`config.mk`:
```
export PLATFORM = sky130hd
export DESIGN_NAME = audio_sample_feeder_flat
export DESIGN_NICKNAME = d
export VERILOG_FILES = /design/src/rtl/audio_sample_feeder_if.sv /design/src/rtl/audio_sample_feeder.sv /design/src/flat_wrapper.sv
export SDC_FILE = /design/constraint.sdc
export NUM_CORES = 1
export LEC_CHECK = 0
export ABC_CLOCK_PERIOD_IN_PS = 3100
export BUFFER_PORTS_ARGS = -buffer_cell sky130_fd_sc_hd__buf_2
export CAP_MARGIN = 0
export CORE_ASPECT_RATIO = 1.5
export CORE_MARGIN = 4
export CORE_UTILIZATION = 25
export DETAILED_ROUTE_END_ITERATION = 6
export GPL_ROUTABILITY_DRIVEN = 1
export HOLD_SLACK_MARGIN = 0.05
export MAX_ROUTING_LAYER = met4
export PLACE_DENSITY = 0.48
export RECOVER_POWER = 25
export SYNTH_ARGS = -nofsm -noshare
export SYNTH_HDL_FRONTEND = slang
export SYNTH_SLANG_ARGS = --single-unit
```
`constraint.sdc`:
```
create_clock -name CLOCK_50 -period 3.1 [get_ports CLOCK_50]
set_input_delay 0.31 -clock CLOCK_50 [delete_from_list [all_inputs] [get_ports CLOCK_50]]
set_output_delay 0.31 -clock CLOCK_50 [all_outputs]
set_load 0.02 [all_outputs]
```
`src/rtl/audio_sample_feeder_if.sv`:
```
// ---------------------------------------------------------------------------
// audio_sample_feeder_if
// Sample stream from the synthesizer (ALU / wave generator) into the feeder.
//   sample_in    : unsigned 7-bit sample, midscale 64 (producer -> feeder)
//   sample_valid : sample_in is valid this cycle       (producer -> feeder)
//   sample_ready : feeder can accept a sample          (feeder -> producer)
// A transfer happens on a rising clock edge where valid and ready are both 1.
// ---------------------------------------------------------------------------
interface audio_sample_feeder_if;
  logic [6:0] sample_in;
  logic       sample_valid;
  logic       sample_ready;

  modport master (
    output sample_in,
    output sample_valid,
    input  sample_ready
  );

  modport slave (
    input  sample_in,
    input  sample_valid,
    output sample_ready
  );
endinterface

```
`src/rtl/audio_sample_feeder.sv`:
```
// ---------------------------------------------------------------------------
// audio_sample_feeder
// Upstream stage of the codec Audio_Controller. Buffers 7-bit unsigned
// synthesizer samples in a small FIFO, converts each one at pop time to a
// signed, volume-scaled 32-bit PCM word and writes it to both controller
// channels with a one-cycle strobe, only while the controller has space.
//
// Ports:
//   CLOCK_50                : system clock, rising edge
//   reset                   : synchronous, active-high reset
//   smp_bus                 : sample stream (sample_in / sample_valid / sample_ready)
//   volume                  : gain select 0..15, sampled at pop time
//   mute                    : forces the converted word to 0, sampled at pop time
//   audio_out_allowed       : controller output FIFO has space
//   left_channel_audio_out  : signed PCM word, held between writes
//   right_channel_audio_out : same word as the left channel
//   write_audio_out         : one-cycle write strobe to the controller
//   fifo_level              : samples currently buffered
//   underrun_count          : saturating count of underrun events
// ---------------------------------------------------------------------------
module audio_sample_feeder #(
  parameter int DEPTH = 8,
  parameter int LVL_W = 4
) (
  input  logic                 CLOCK_50,
  input  logic                 reset,
  audio_sample_feeder_if.slave smp_bus,
  input  logic [3:0]           volume,
  input  logic                 mute,
  input  logic                 audio_out_allowed,
  output logic [31:0]          left_channel_audio_out,
  output logic [31:0]          right_channel_audio_out,
  output logic                 write_audio_out,
  output logic [LVL_W-1:0]     fifo_level,
  output logic [15:0]          underrun_count
);

  localparam int PTR_W = $clog2(DEPTH);

  typedef enum logic [1:0] {
    IDLE  = 2'd0,
    WRITE = 2'd1,
    GAP   = 2'd2
  } state_t;

  // Offset-binary to two's complement, then scale by 2^(volume+9).
  // The largest shift is 24, so -64..63 always fits in 32 bits.
  function automatic logic [31:0] pcm_convert(
    input logic [6:0] smp,
    input logic [3:0] vol,
    input logic       mte
  );
    logic [7:0]  s;
    logic [31:0] ext;
    logic [4:0]  sh;
    s   = {1'b0, smp} - 8'd64;
    ext = {{24{s[7]}}, s};
    sh  = {1'b0, vol} + 5'd9;
    if (mte) begin
      return 32'd0;
    end else begin
      return ext << sh;
    end
  endfunction

  state_t           state_r;
  logic [6:0]       mem_r [DEPTH];
  logic [PTR_W-1:0] wr_ptr_r;
  logic [PTR_W-1:0] rd_ptr_r;
  logic [LVL_W-1:0] level_r;
  logic [31:0]      pcm_r;
  logic             wr_r;
  logic [15:0]      ucnt_r;
  logic             under_flag_r;

  logic full_s;
  logic empty_s;
  logic push_s;
  logic pop_s;
  logic under_s;

  // Handshake and pop/underrun decisions; ready depends on registered level only.
  always_comb begin
    full_s  = (level_r == LVL_W'(DEPTH));
    empty_s = (level_r == {LVL_W{1'b0}});
    push_s  = smp_bus.sample_valid & ~full_s;
    pop_s   = (state_r == IDLE) & audio_out_allowed & ~empty_s;
    under_s = (state_r == IDLE) & audio_out_allowed & empty_s;
  end

  assign smp_bus.sample_ready    = ~full_s;
  assign left_channel_audio_out  = pcm_r;
  assign right_channel_audio_out = pcm_r;
  assign write_audio_out         = wr_r;
  assign fifo_level              = level_r;
  assign underrun_count          = ucnt_r;

  // Sample storage; contents need no reset because pointers define validity.
  always_ff @(posedge CLOCK_50) begin
    if (push_s) begin
      mem_r[wr_ptr_r] <= smp_bus.sample_in;
    end
  end

  // FIFO pointers, level, output FSM and underrun counter.
  always_ff @(posedge CLOCK_50) begin
    if (reset) begin
      wr_ptr_r     <= {PTR_W{1'b0}};
      rd_ptr_r     <= {PTR_W{1'b0}};
      level_r      <= {LVL_W{1'b0}};
      pcm_r        <= 32'd0;
      wr_r         <= 1'b0;
      ucnt_r       <= 16'd0;
      under_flag_r <= 1'b0;
      state_r      <= IDLE;
    end else begin
      if (push_s) begin
        wr_ptr_r <= wr_ptr_r + PTR_W'(1);
      end
      if (pop_s) begin
        rd_ptr_r <= rd_ptr_r + PTR_W'(1);
      end

      case ({push_s, pop_s})
        2'b10:   level_r <= level_r + LVL_W'(1);
        2'b01:   level_r <= level_r - LVL_W'(1);
        default: level_r <= level_r;
      endcase

      // Count only the rising edge of the underrun condition.
      under_flag_r <= under_s;
      if (under_s && !under_flag_r && (ucnt_r != 16'hFFFF)) begin
        ucnt_r <= ucnt_r + 16'd1;
      end

      // allowed is only looked at in IDLE; WRITE and GAP always run to completion.
      case (state_r)
        IDLE: begin
          if (pop_s) begin
            pcm_r   <= pcm_convert(mem_r[rd_ptr_r], volume, mute);
            wr_r    <= 1'b1;
            state_r <= WRITE;
          end else begin
            wr_r    <= 1'b0;
            state_r <= IDLE;
          end
        end
        WRITE: begin
          wr_r    <= 1'b0;
          state_r <= GAP;
        end
        GAP: begin
          wr_r    <= 1'b0;
          state_r <= IDLE;
        end
        default: begin
          wr_r    <= 1'b0;
          state_r <= IDLE;
        end
      endcase
    end
  end

endmodule

```
`src/flat_wrapper.sv`:
```
// flat-port wrapper written by rule: the top's interface ports become plain ports
module audio_sample_feeder_flat 
#(
  parameter int DEPTH = 8,
  parameter int LVL_W = 4
)
  (CLOCK_50, reset, volume, mute, audio_out_allowed, left_channel_audio_out, right_channel_audio_out, write_audio_out, fifo_level, underrun_count, smp_bus_sample_in, smp_bus_sample_valid, smp_bus_sample_ready);
  audio_sample_feeder_if smp_bus_i ();
  input  logic CLOCK_50;
  input  logic reset;
  input  logic [3:0] volume;
  input  logic mute;
  input  logic audio_out_allowed;
  output logic [31:0] left_channel_audio_out;
  output logic [31:0] right_channel_audio_out;
  output logic write_audio_out;
  output logic [LVL_W-1:0] fifo_level;
  output logic [15:0] underrun_count;
  input wire logic [$bits(smp_bus_i.sample_in)-1:0] smp_bus_sample_in;
  input wire logic [$bits(smp_bus_i.sample_valid)-1:0] smp_bus_sample_valid;
  output wire logic [$bits(smp_bus_i.sample_ready)-1:0] smp_bus_sample_ready;
  assign smp_bus_i.sample_in = smp_bus_sample_in;
  assign smp_bus_i.sample_valid = smp_bus_sample_valid;
  assign smp_bus_sample_ready = smp_bus_i.sample_ready;
  audio_sample_feeder #(.DEPTH(DEPTH), .LVL_W(LVL_W)) u_core (.CLOCK_50(CLOCK_50), .reset(reset), .smp_bus(smp_bus_i), .volume(volume), .mute(mute), .audio_out_allowed(audio_out_allowed), .left_channel_audio_out(left_channel_audio_out), .right_channel_audio_out(right_channel_audio_out), .write_audio_out(write_audio_out), .fifo_level(fifo_level), .underrun_count(underrun_count));
endmodule
```
==> metrics.md, run 1 <==
| Metric | Value |
|---|---|
| Syn Area/Cell | `10.58 µm²` |
| Synth unique cells | `57` |
| Clock Skews | `12.55 ps` |
| Worst hold stages | `3` |
| Most used DFF post-synth | `dfxtp_1` |
| Largest net degree at the start of global routing | `30` |
| Die H | `193.1 µm` |
| Most frequent cells in the layout | `buf_2, dfxtp_1, edfxtp_1` |
| Adder-cell area share of the yosys netlist | `under 10%` |
| Pins Over Slew Limit | `0` |
| Via count | `between 4000 and 5000` |
| CP startpoint kind | `flop` |
| Share of layout cells above drive strength 1 | `22.48%` |
| Final period util | `85.49%` |
| Worst-Skew Late Latency | `420 ps` |
| Most common cell after layout, fill and taps aside | `buf_2` |
| Register bit total from synthesis | `121` |
| Sequential area share after synthesis | `52.22%` |
| Die area | `0.02538 mm²` |
| Drt first pass iters | `5` |
| WL per Instance | `17.38 µm` |
| Initial antenna violation count | `1` |
| Die span in x | `131.4 µm` |
| Vias in the first global route | `4497` |
| Final Hold Viols | `0` |
| Slew @ Worst Pin | `1295 ps` |
| Setup CP Type | `flop to flop` |
| Wirelength, routed | `15870 µm` |
| Postcts setup bufs | `0` |
| Slowest CP cell | `or4_1` |
| Final ANT Viol Nets | `0` |
| Pint | `3.682 mW` |
| Initial DRC count | `roughly 320` |
| R2R cell count | `10` |
| Status | `complete, no violations` |
| Vias per cell | `4.886` |
| Synth Area in Simple Gates | `14.79%` |
| Clock slew at reported path FFs | `approximately 60 ps` |
| WP data arrival | `roughly 3000 ps` |
| CTS Sinks | `121` |
| First-pass GRT wire length | `24420 µm` |
| Power Dens Cells | `798.4 mW/mm²` |
| Mapped Area | `0.005712 mm²` |
| Minimum clock period | `2650 ps` |
| LEAKAGE | `roughly 2.7 nW` |
| Row cnt | `67` |
| Final setup viols | `0` |
| H-tree depth | `4` |
| PostCTS Resize Cnt | `0` |
| Ordered cell list for the critical path | `or4_1 > nand2b_1 > inv_1 > ha_1 > xor2_1 > ha_1 > a21oi_1 > xor2_1 > or3_1 > a21oi_1` |
| CP max FO | `9` |
| Final HPWL DP | `11870 µm` |
| GPL Wtd Cong | `0.8529` |
| Reg-to-reg setup timing slack | `450 ps` |
| Async SR Flop Fraction | `0%` |
| Cts-stage hold buffer count | `0` |
| Final Net Count | `646` |
| VDD IR max | `between 0.0003 and 0.0004 V` |
| Post-synth EDFFs | `56` |
| Hold Path Class | `input pin to flop` |
| CTS Root Cell | `clkbuf_16` |
| Total power | `5.553 mW` |
| Slowest stage delay, CP | `580 ps` |
| Max-cap violations | `0` |
| Compound-Gate Fraction of Synth Area | `14.44%` |
| Clock power share | `36.6%` |
| Starting Density | `25.52%` |
| Grt ovf | `0` |
| Gate power share | `28.5%` |
| CTS tree | `yes` |
| Switching power | `1.871 mW` |
| DRC viols | `0` |
| Synthesized netlist net count | `~560` |
| Area Overhead vs Synth | `21.77%` |
| TritonCTS Buffers | `17` |
| Maximum clock frequency | `377.3 MHz` |
| Hold WS | `197.9 ps` |
| Max clock buf depth | `2` |
| Ys Warns | `0` |
| Sequential Power Share | `34.9%` |
| Relative slew slack | `13.70%` |
| Unrepaired setup endpoints after global routing | `false` |
| Largest family of logic cells by synthesized area | `simple AND/OR/NAND/NOR gates` |
| Mux contribution to synthesized area | `6.835%` |
| Top Ports | `102` |
| Port Buffers | `101` |
| Synth Instances | `540` |
| Core Region | `0.02238 mm²` |
| Total GRT Usage | `12.76%` |
| CP required | `3430 ps` |
| XOR/XNOR Fraction of Synth Area | `3.527%` |
| Sw frac | `about a third` |
| Setup TNS | `0 ps` |
| CP endpoint kind | `flop` |
-- synth_stat cells (all sizes together) (2+ instances only) --
cell      n  area, µm²
edfxtp   56       1682
nand2    49      183.9
nand2b    6      37.54
a221oi   10      87.58
a22o     11      96.34
nand4     8      50.05
o31ai     2      15.01
a2bb2oi   2      17.52
or2       2      12.51
buf      41      294.0
ha        7      87.58
o211ai    6      45.04
a22oi    14      105.1
a32oi     4      35.03
mux4      4      90.09
o22ai     4      25.02
and2     10      65.06
or4       2      15.01
a211oi    2      15.01
mux2i    30      300.3
dfxtp    65       1301
a21oi    23      115.1
inv       7      26.28
o21ai    17      85.08
a21o      2      15.01
or3       8      50.05
nor4bb    2      20.02
nand3    13      65.06
and3      3      18.77
xnor2    14      122.6
nor3     14      70.07
a31oi     3      18.77
xor2      9      78.83
nor2     46      175.2
nor2b     4      25.02
o221ai    2      17.52
clkbuf   16      60.06
a222oi    2      20.02
nor4      5      31.28
o211a     2      20.02
a311oi    2      17.52
-- critical path: cells and delay by family, from the launching register on --
kind	cells	cell delay (ps)
AND/OR/NAND/NOR	3	1020
adder cells (fa/ha/maj)	2	460
flip-flops	1	380
AO/OA/AOI/OAI	2	290
XOR/XNOR	2	260
buffers and inverters	1	130
-- metal layers --
metal,global-route usage (%),up-vias,part of all wire (%)
li1,-,2161,-
met1,12.99,2146,40
met2,22.98,124,53
met3,3.193,30,4.4
met4,6.306,0,2.9
met5,-,-,0
-- metrics by stage --
step           cell area (µm²)  worst slack, ps  instances  util, %
6_report                  6955            449.8        913    31.08
5_1_grt                   6955            295.2        913    31.08
3_5_place_dp              6371            473.6        880    28.46
2_1_floorplan             5712            353.1        540        -
4_1_cts                   6975            463.9        912    31.16
3_3_place_gp              6371            557.7        880    28.46
-- cells by family after synthesis --
logic type	Yosys count
XOR/XNOR	23
buffers and inverters	64
AO/OA/AOI/OAI	116
flip-flops	121
adder cells (fa/ha/maj)	7
AND/OR/NAND/NOR	175
multiplexers	34
-- state kept, by name, indices dropped and copies added (netlist names), named ones only --
name	count
u_core.mem_r	56
u_core.fifo_level	4
u_core.under_flag_r	1
u_core.rd_ptr_r	3
u_core.left_channel_audio_out	32
u_core.underrun_count	16
u_core.wr_ptr_r	3
u_core.state_r	2
u_core.write_audio_out	1
-- layout make-up --
class / count / area (µm²)
Timing Repair Buffer: 121 / 645.6
Sequential cell: 121 / 2983
Clock inverter: 13 / 171.4
Inverter: 7 / 26.28
Multi-Input combinational cell: 355 / 2349
Fill cell: 2279 / 15430
Antenna cell: 1 / 2.502
Tap cell: 276 / 345.3
Clock buffer: 19 / 432.9
-- worst paths after layout --
path                                            from              endpoint
worst max-delay path            u_core.fifo_level[0]  u_core.fifo_level[2]
worst min-delay path            smp_bus_sample_valid    u_core.wr_ptr_r[1]
worst max register to register  u_core.fifo_level[0]  u_core.fifo_level[2]
worst min register to register     u_core.state_r[1]     u_core.state_r[1]
-- power by group through the flow --
stage	Clock, mW	Sequential [mW]	Combinational [mW]
finish	2.03	1.94	1.59
floorplan	0	2.00	1.11
CTS	2.08	1.94	1.60
global placement	0	1.96	1.57
global route	2.15	1.96	1.74
detailed placement	0	1.97	1.59
Power figures use the tool's default switching activity.
==> run 2: changes to the inputs <==
ABC_CLOCK_PERIOD_IN_PS = 2600   (was 3100)
BUFFER_PORTS_ARGS = -buffer_cell sky130_fd_sc_hd__buf_4   (was -buffer_cell sky130_fd_sc_hd__buf_2)
clock period = 2.6 ns   (was 3.1 ns; I/O delays follow)
==> run 2 against run 1 <==
Net effect:
- design area is 5.4% higher
- via count is 2.4% higher
- worst hold slack worse by 48 ps
- setup slack worse by 260 ps
- first-iteration DRC count is 59% higher
==> metrics.md, run 2 (synthesis results as in run 1) <==
| Metric | Value |
|---|---|
| Initial DRC count | `514 (+59%)` |
| Slowest CP cell | `or4_4` |
| Setup crit end | `u_core.fifo_level[2]` |
| Die span in x | `131.4 µm (unchanged)` |
| VDD IR max | `0.0005283 V (+37%)` |
| Reg-to-reg setup timing slack | `190 ps (-260 ps)` |
| Ordered cell list for the critical path | `or4_4 > nand2b_1 > inv_2 > ha_2 > xor2_1 > ha_1 > a21oi_1 > xor2_1 > or3_1 > a21oi_1` |
| DRC viols | `0 (unchanged)` |
| Max-cap violations | `0 (unchanged)` |
| Clock slew at reported path FFs | `60 ps (about the same)` |
| Unrepaired setup endpoints after global routing | `false` |
| Reg-to-reg endpoint | `u_core.fifo_level[2]` |
| CP max FO | `6 (-3)` |
| Worst r2r src | `u_core.fifo_level[3]` |
| Share of layout cells above drive strength 1 | `25.53% (+3.0 points)` |
| Slew @ Worst Pin | `620.0 ps (-674.5 ps)` |
| Clock Skews | `14.22 ps (+1.669 ps)` |
| R2R cell count | `10 (unchanged)` |
| Hold Startpoint | `smp_bus_sample_valid` |
| Wirelength, routed | `16070 µm (+1.3%)` |
| Minimum clock period | `2414 ps (-236.1 ps)` |
| Final setup viols | `0 (unchanged)` |
| Max clock buf depth | `2 (unchanged)` |
| Total power | `6.741 mW (+21%)` |
| Largest net degree at the start of global routing | `47 (+57%)` |
| Most common cell after layout, fill and taps aside | `buf_4` |
| Critical Path Start | `u_core.fifo_level[3]` |
| GPL Wtd Cong | `0.8750 (+2.6%)` |
| Via count | `4569 (+2.4%)` |
| Die area | `0.02538 mm² (unchanged)` |
| Grt ovf | `0 (unchanged)` |
| Final Net Count | `668 (+3.4%)` |
| Top reg by flops | `u_core.mem_r` |
| Power Dens Cells | `919.5 mW/mm² (+15%)` |
| Most frequent cells in the layout | `buf_4, dfxtp_1, edfxtp_1` |
| Setup TNS | `0 ps (unchanged)` |
| Postcts setup bufs | `0 (unchanged)` |
| First-pass GRT wire length | `25260 µm (+3.4%)` |
| Final ANT Viol Nets | `0 (unchanged)` |
| Core Region | `0.02238 mm² (unchanged)` |
| WL per Instance | `17.21 µm (-0.98%)` |
| LEAKAGE | `2.766 nW (+4.1%)` |
| Final period util | `92.85% (+7.4 points)` |
| Port Buffers | `101 (unchanged)` |
| Setup CP Type | `flop to flop` |
| Die H | `193.1 µm (unchanged)` |
| Pins Over Slew Limit | `0 (unchanged)` |
| TritonCTS Buffers | `17 (unchanged)` |
| CTS Sinks | `121 (unchanged)` |
| H-tree depth | `4 (unchanged)` |
| Vias in the first global route | `4594 (+2.2%)` |
| Final Hold Viols | `0 (unchanged)` |
| Fillers | `2236 (-1.9%)` |
| Maximum clock frequency | `414.2 MHz (+9.8%)` |
| Status | `complete, no violations` |
| Top Ports | `102 (unchanged)` |
| CP startpoint kind | `flop` |
| Vias per cell | `4.892 (+0.12%)` |
| Slowest stage delay, CP | `560 ps (-20 ps)` |
| CP endpoint kind | `flop` |
| Final HPWL DP | `11850 µm (-0.18%)` |
| CP required | `2950 ps (-480 ps)` |
| Starting Density | `25.52% (unchanged)` |
| ANT cells | `0 (-1)` |
| Total GRT Usage | `13.17% (+0.40 points)` |
| Initial antenna violation count | `0 (-1)` |
| Hold Path Class | `input pin to flop` |
| Row cnt | `67 (unchanged)` |
| CTS Root Cell | `clkbuf_16` |
| Worst-Skew Late Latency | `430 ps (about the same)` |
| Number of flip-flops under the largest register name | `56 (unchanged)` |
| WP data arrival | `2760 ps (-220 ps)` |
| Drt first pass iters | `5 (unchanged)` |
| CTS tree | `yes` |
| Relative slew slack | `58.66% (+45 points)` |
| Area Overhead vs Synth | `28.35%` |
## run 2: layout make-up
cell class | instances | area, µm² | share of cell area (%)
inverters | 7 | 26.28 | 0.3584
well taps | 276 | 345.3 | 4.711
flip-flops and latches | 121 | 2983 | 40.69
multi-input cells | 355 | 2355 | 32.12
clock buffers | 17 | 425.4 | 5.803
repair buffers | 143 | 1041 | 14.20
clock inverters | 15 | 155.1 | 2.116
## run 2: power breakdown
part	internal (mW)	switching (mW)
sequential	2.15	0.120
combinational	0.893	1.26
clock	1.35	0.962
## run 2: stage by stage
stage,std cells,util (%),instance area [µm²],hold WS [ps],setup WS (ps)
finish,934,32.75,7331,149.7,185.8
global route,934,32.75,7331,137.8,28.56
CTS,934,32.97,7380,53.85,130.8
detailed placement,899,30.24,6769,410.5,154.8
global placement,899,30.24,6769,403.9,178.4
floorplan,540,-,5720,358.9,11.01
## run 2: worst max-delay path, delay by kind of cell, from the launching register on
kind                       cells  cell delay (ps)
and+or+nand+nor                3              990
adders and majority gates      2              390
DFF                            1              350
AOI/OAI and AO/OA              2              280
xor gates and xnor gates       2              250
buffers and inverters          1               80
## run 2: worst min path at each step
stage	to	slack [ps]	cells after the start
floorplan	u_core.mem_r[0][0]	360	0
global placement	u_core.state_r[1]	400	1
detailed placement	u_core.state_r[1]	410	1
CTS	u_core.mem_r[4][0]	50	1
global route	u_core.wr_ptr_r[1]	140	3
finish	u_core.wr_ptr_r[1]	150	3
## run 2: timing repair
item | CTS | global route
gates resized for setup | 0 | 1
hold buffers | 3 | 0
setup endpoints to repair | 0 | 1
hold endpoints to repair | 19 | 0
## run 2: routing by layer
layer | track usage [%] | wire length (µm)
met5 | - | 0
met4 | 6.184 | 355
met3 | 3.141 | 600
met2 | 23.50 | 8581
met1 | 13.80 | 6535
==> run 3: changes to the inputs <==
CELL_PAD_IN_SITES_DETAIL_PLACEMENT = 2   (was not set)
CELL_PAD_IN_SITES_GLOBAL_PLACEMENT = 2   (was not set)
PLACE_DENSITY = 0.65   (was 0.48)
==> run 3 against run 2 <==
Net effect:
- register-to-register slack worse by 20 ps
- combinational power up 5%
- final cell count unchanged
- core utilization shrank 0.13 points
- clock-buffer cell count grew 2
- design area decreased by 0.41%
- via count increased by 3.4%
- critical path type unchanged
- largest power group is now sequential cells
==> metrics.md, run 3 (synthesis results as in run 1) <==
| Metric | Value |
|---|---|
| Wirelength, routed | `19120 µm (+19%)` |
| Final setup viols | `0 (unchanged)` |
| Power Dens Cells | `919.6 mW/mm² (about the same)` |
| GPL Wtd Cong | `0.8636 (-1.3%)` |
| Grt ovf | `0 (unchanged)` |
| CP max FO | `6 (unchanged)` |
| WP data arrival | `2790 ps (+30 ps)` |
| Total power | `6.714 mW (-0.40%)` |
| Max-cap violations | `0 (unchanged)` |
| Final Net Count | `668 (unchanged)` |
| Worst r2r src | `u_core.fifo_level[0]` |
| Vias per cell | `5.059 (+3.4%)` |
| Final period util | `93.53% (+0.68 points)` |
| Number of flip-flops under the largest register name | `56 (unchanged)` |
| Minimum clock period | `2432 ps (+17.55 ps)` |
| Reg-to-reg endpoint | `u_core.fifo_level[2]` |
| Vias in the first global route | `5255 (+14%)` |
| Slew @ Worst Pin | `772.0 ps (+152.0 ps)` |
| ANT cells | `0 (unchanged)` |
| CP required | `2960 ps (about the same)` |
| Largest net degree at the start of global routing | `47 (unchanged)` |
| DRC viols | `0 (unchanged)` |
| Postcts setup bufs | `0 (unchanged)` |
| LEAKAGE | `2.744 nW (-0.80%)` |
| Most common cell after layout, fill and taps aside | `buf_4` |
| Unrepaired setup endpoints after global routing | `false` |
| Pins Over Slew Limit | `0 (unchanged)` |
| Worst-Skew Late Latency | `430 ps (about the same)` |
| GR peak layer | `met2` |
| Final ANT Viol Nets | `0 (unchanged)` |
| Fillers | `2438 (+9.0%)` |
| H-tree depth | `4 (unchanged)` |
| TritonCTS Buffers | `17 (unchanged)` |
| Maximum clock frequency | `411.2 MHz (-0.72%)` |
| WL per Instance | `20.48 µm (+19%)` |
| Final HPWL DP | `14340 µm (+21%)` |
| CP startpoint kind | `flop` |
| Worst Hold Path EP | `u_core.wr_ptr_r[1]` |
| CTS tree | `yes` |
| Most frequent cells in the layout | `buf_4, dfxtp_1, edfxtp_1` |
| Ordered cell list for the critical path | `or4_1 > nand2b_1 > inv_2 > ha_2 > xor2_1 > ha_1 > a21oi_2 > xor2_1 > or3_1 > a21oi_1` |
| Starting Density | `25.52% (unchanged)` |
| Via count | `4725 (+3.4%)` |
| CTS Sinks | `121 (unchanged)` |
| Die H | `193.1 µm (unchanged)` |
| Setup CP Type | `flop to flop` |
| Setup TNS | `0 ps (unchanged)` |
| Hold Startpoint | `smp_bus_sample_valid` |
| CP most frequent cell | `xor2_1` |
| Final instance area | `0.007301 mm² (-0.41%)` |
| CP bufs+invs | `1 (unchanged)` |
| Worst hold stages | `3 (unchanged)` |
| Initial DRC count | `201 (-61%)` |
| CTS Root Cell | `clkbuf_16` |
| Global Route met1 Usage | `14.82% (+1.0 points)` |
| Die span in x | `131.4 µm (unchanged)` |
| Total GRT Usage | `15.55% (+2.4 points)` |
| Grt met3 use | `3.660% (+0.52 points)` |
| Status | `complete, no violations` |
| Slowest CP cell | `or4_1` |
| Final Hold Viols | `0 (unchanged)` |
| Area Overhead vs Synth | `27.82%` |
| GR Layer Usage met2 | `29.52% (+6.0 points)` |
| Core Region | `0.02238 mm² (unchanged)` |
| VDD IR max | `0.0005077 V (-3.9%)` |
| Share of layout cells above drive strength 1 | `25.68% (+0.15 points)` |
| Final worst slack | `168.3 ps (-17.55 ps)` |
| Clock Skews | `8.052 ps (-6.167 ps)` |
| Reg-to-reg setup timing slack | `170 ps (-20 ps)` |
| Initial antenna violation count | `0 (unchanged)` |
| Max clock buf depth | `2 (unchanged)` |
| Setup Slack @ Placement | `110.6 ps (-44.20 ps)` |
| Relative slew slack | `48.36% (-10 points)` |
| Hold Path Class | `input pin to flop` |
| Drt first pass iters | `4 (-1)` |
| Row cnt | `67 (unchanged)` |
| Top reg by flops | `u_core.mem_r` |
| CP endpoint kind | `flop` |
| Clock slew at reported path FFs | `60 ps (about the same)` |
| Placed Area | `0.006777 mm² (+0.11%)` |
| R2R cell count | `10 (unchanged)` |
| Top Ports | `102 (unchanged)` |
| Slowest stage delay, CP | `560 ps (about the same)` |
| Port Buffers | `101 (unchanged)` |
| Top delay family on crit path | `simple AND/OR/NAND/NOR gates` |
| Die area | `0.02538 mm² (unchanged)` |
| First-pass GRT wire length | `29600 µm (+17%)` |
## run 3: per-stage QoR
step / std cells / hold slack, ps / util [%]
floorplan: 540 / 358.9 / -
global placement: 900 / 402.7 / 30.28
detailed placement: 900 / 410.4 / 30.28
CTS: 934 / 52.70 / 32.78
global route: 934 / 129.2 / 32.62
finish: 934 / 134.0 / 32.62
## run 3: worst max-delay path by stage
| stage | from | endpoint | slack (ps) | cells after the start |
|---|---|---|---|---|
| global route | u_core.fifo_level[3] | u_core.fifo_level[2] | 1 | 10 |
| global placement | flop | u_core.left_channel_audio_out[31] | 210 | 6 |
| detailed placement | flop | u_core.left_channel_audio_out[25] | 110 | 7 |
| finish | u_core.fifo_level[0] | u_core.fifo_level[2] | 170 | 10 |
| CTS | u_core.fifo_level[0] | u_core.fifo_level[2] | 100 | 10 |
| floorplan | u_core.fifo_level[1] | u_core.fifo_level[2] | 10 | 12 |
## run 3: final cells by class
| class | instances | area [µm²] | area share (%) |
|---|---|---|---|
| Sequential cell | 121 | 2983 | 40.86 |
| Multi-Input combinational cell | 355 | 2367 | 32.43 |
| Timing Repair Buffer | 143 | 1039 | 14.22 |
| Clock buffer | 19 | 432.9 | 5.930 |
| Tap cell | 276 | 345.3 | 4.730 |
| Clock inverter | 13 | 107.6 | 1.474 |
| Inverter | 7 | 26.28 | 0.3599 |
## run 3: worst register-to-register path: stages, from the launching register on
cell and delay [ps]:
dfxtp_1 320, or4_1 560, nand2b_1 140, inv_2 90
ha_2 220, xor2_1 150, ha_1 190, a21oi_2 140
xor2_1 100, or3_1 310, a21oi_1 140
## run 3: timing repair
item                                    CTS  global route
hold buffers                              2             0
endpoints found under the setup margin    0             3
resized for setup                         0             3
endpoints found under the hold margin     9             0
## run 3: report_power, final
part           internal [mW]  leakage (nW)  switching, mW  total (mW)
Combinational          0.891          1.45           1.36        2.25
Sequential              2.16          1.03          0.123        2.28
Clock                   1.30         0.260          0.881        2.18
Total                   4.35          2.74           2.37        6.71
## run 3: metal layers
layer / wire (µm) / part of all wire (%)
met4: 670 / 3.5
met3: 655 / 3.4
met2: 10570 / 55
met1: 7226 / 38
met5: 0 / 0
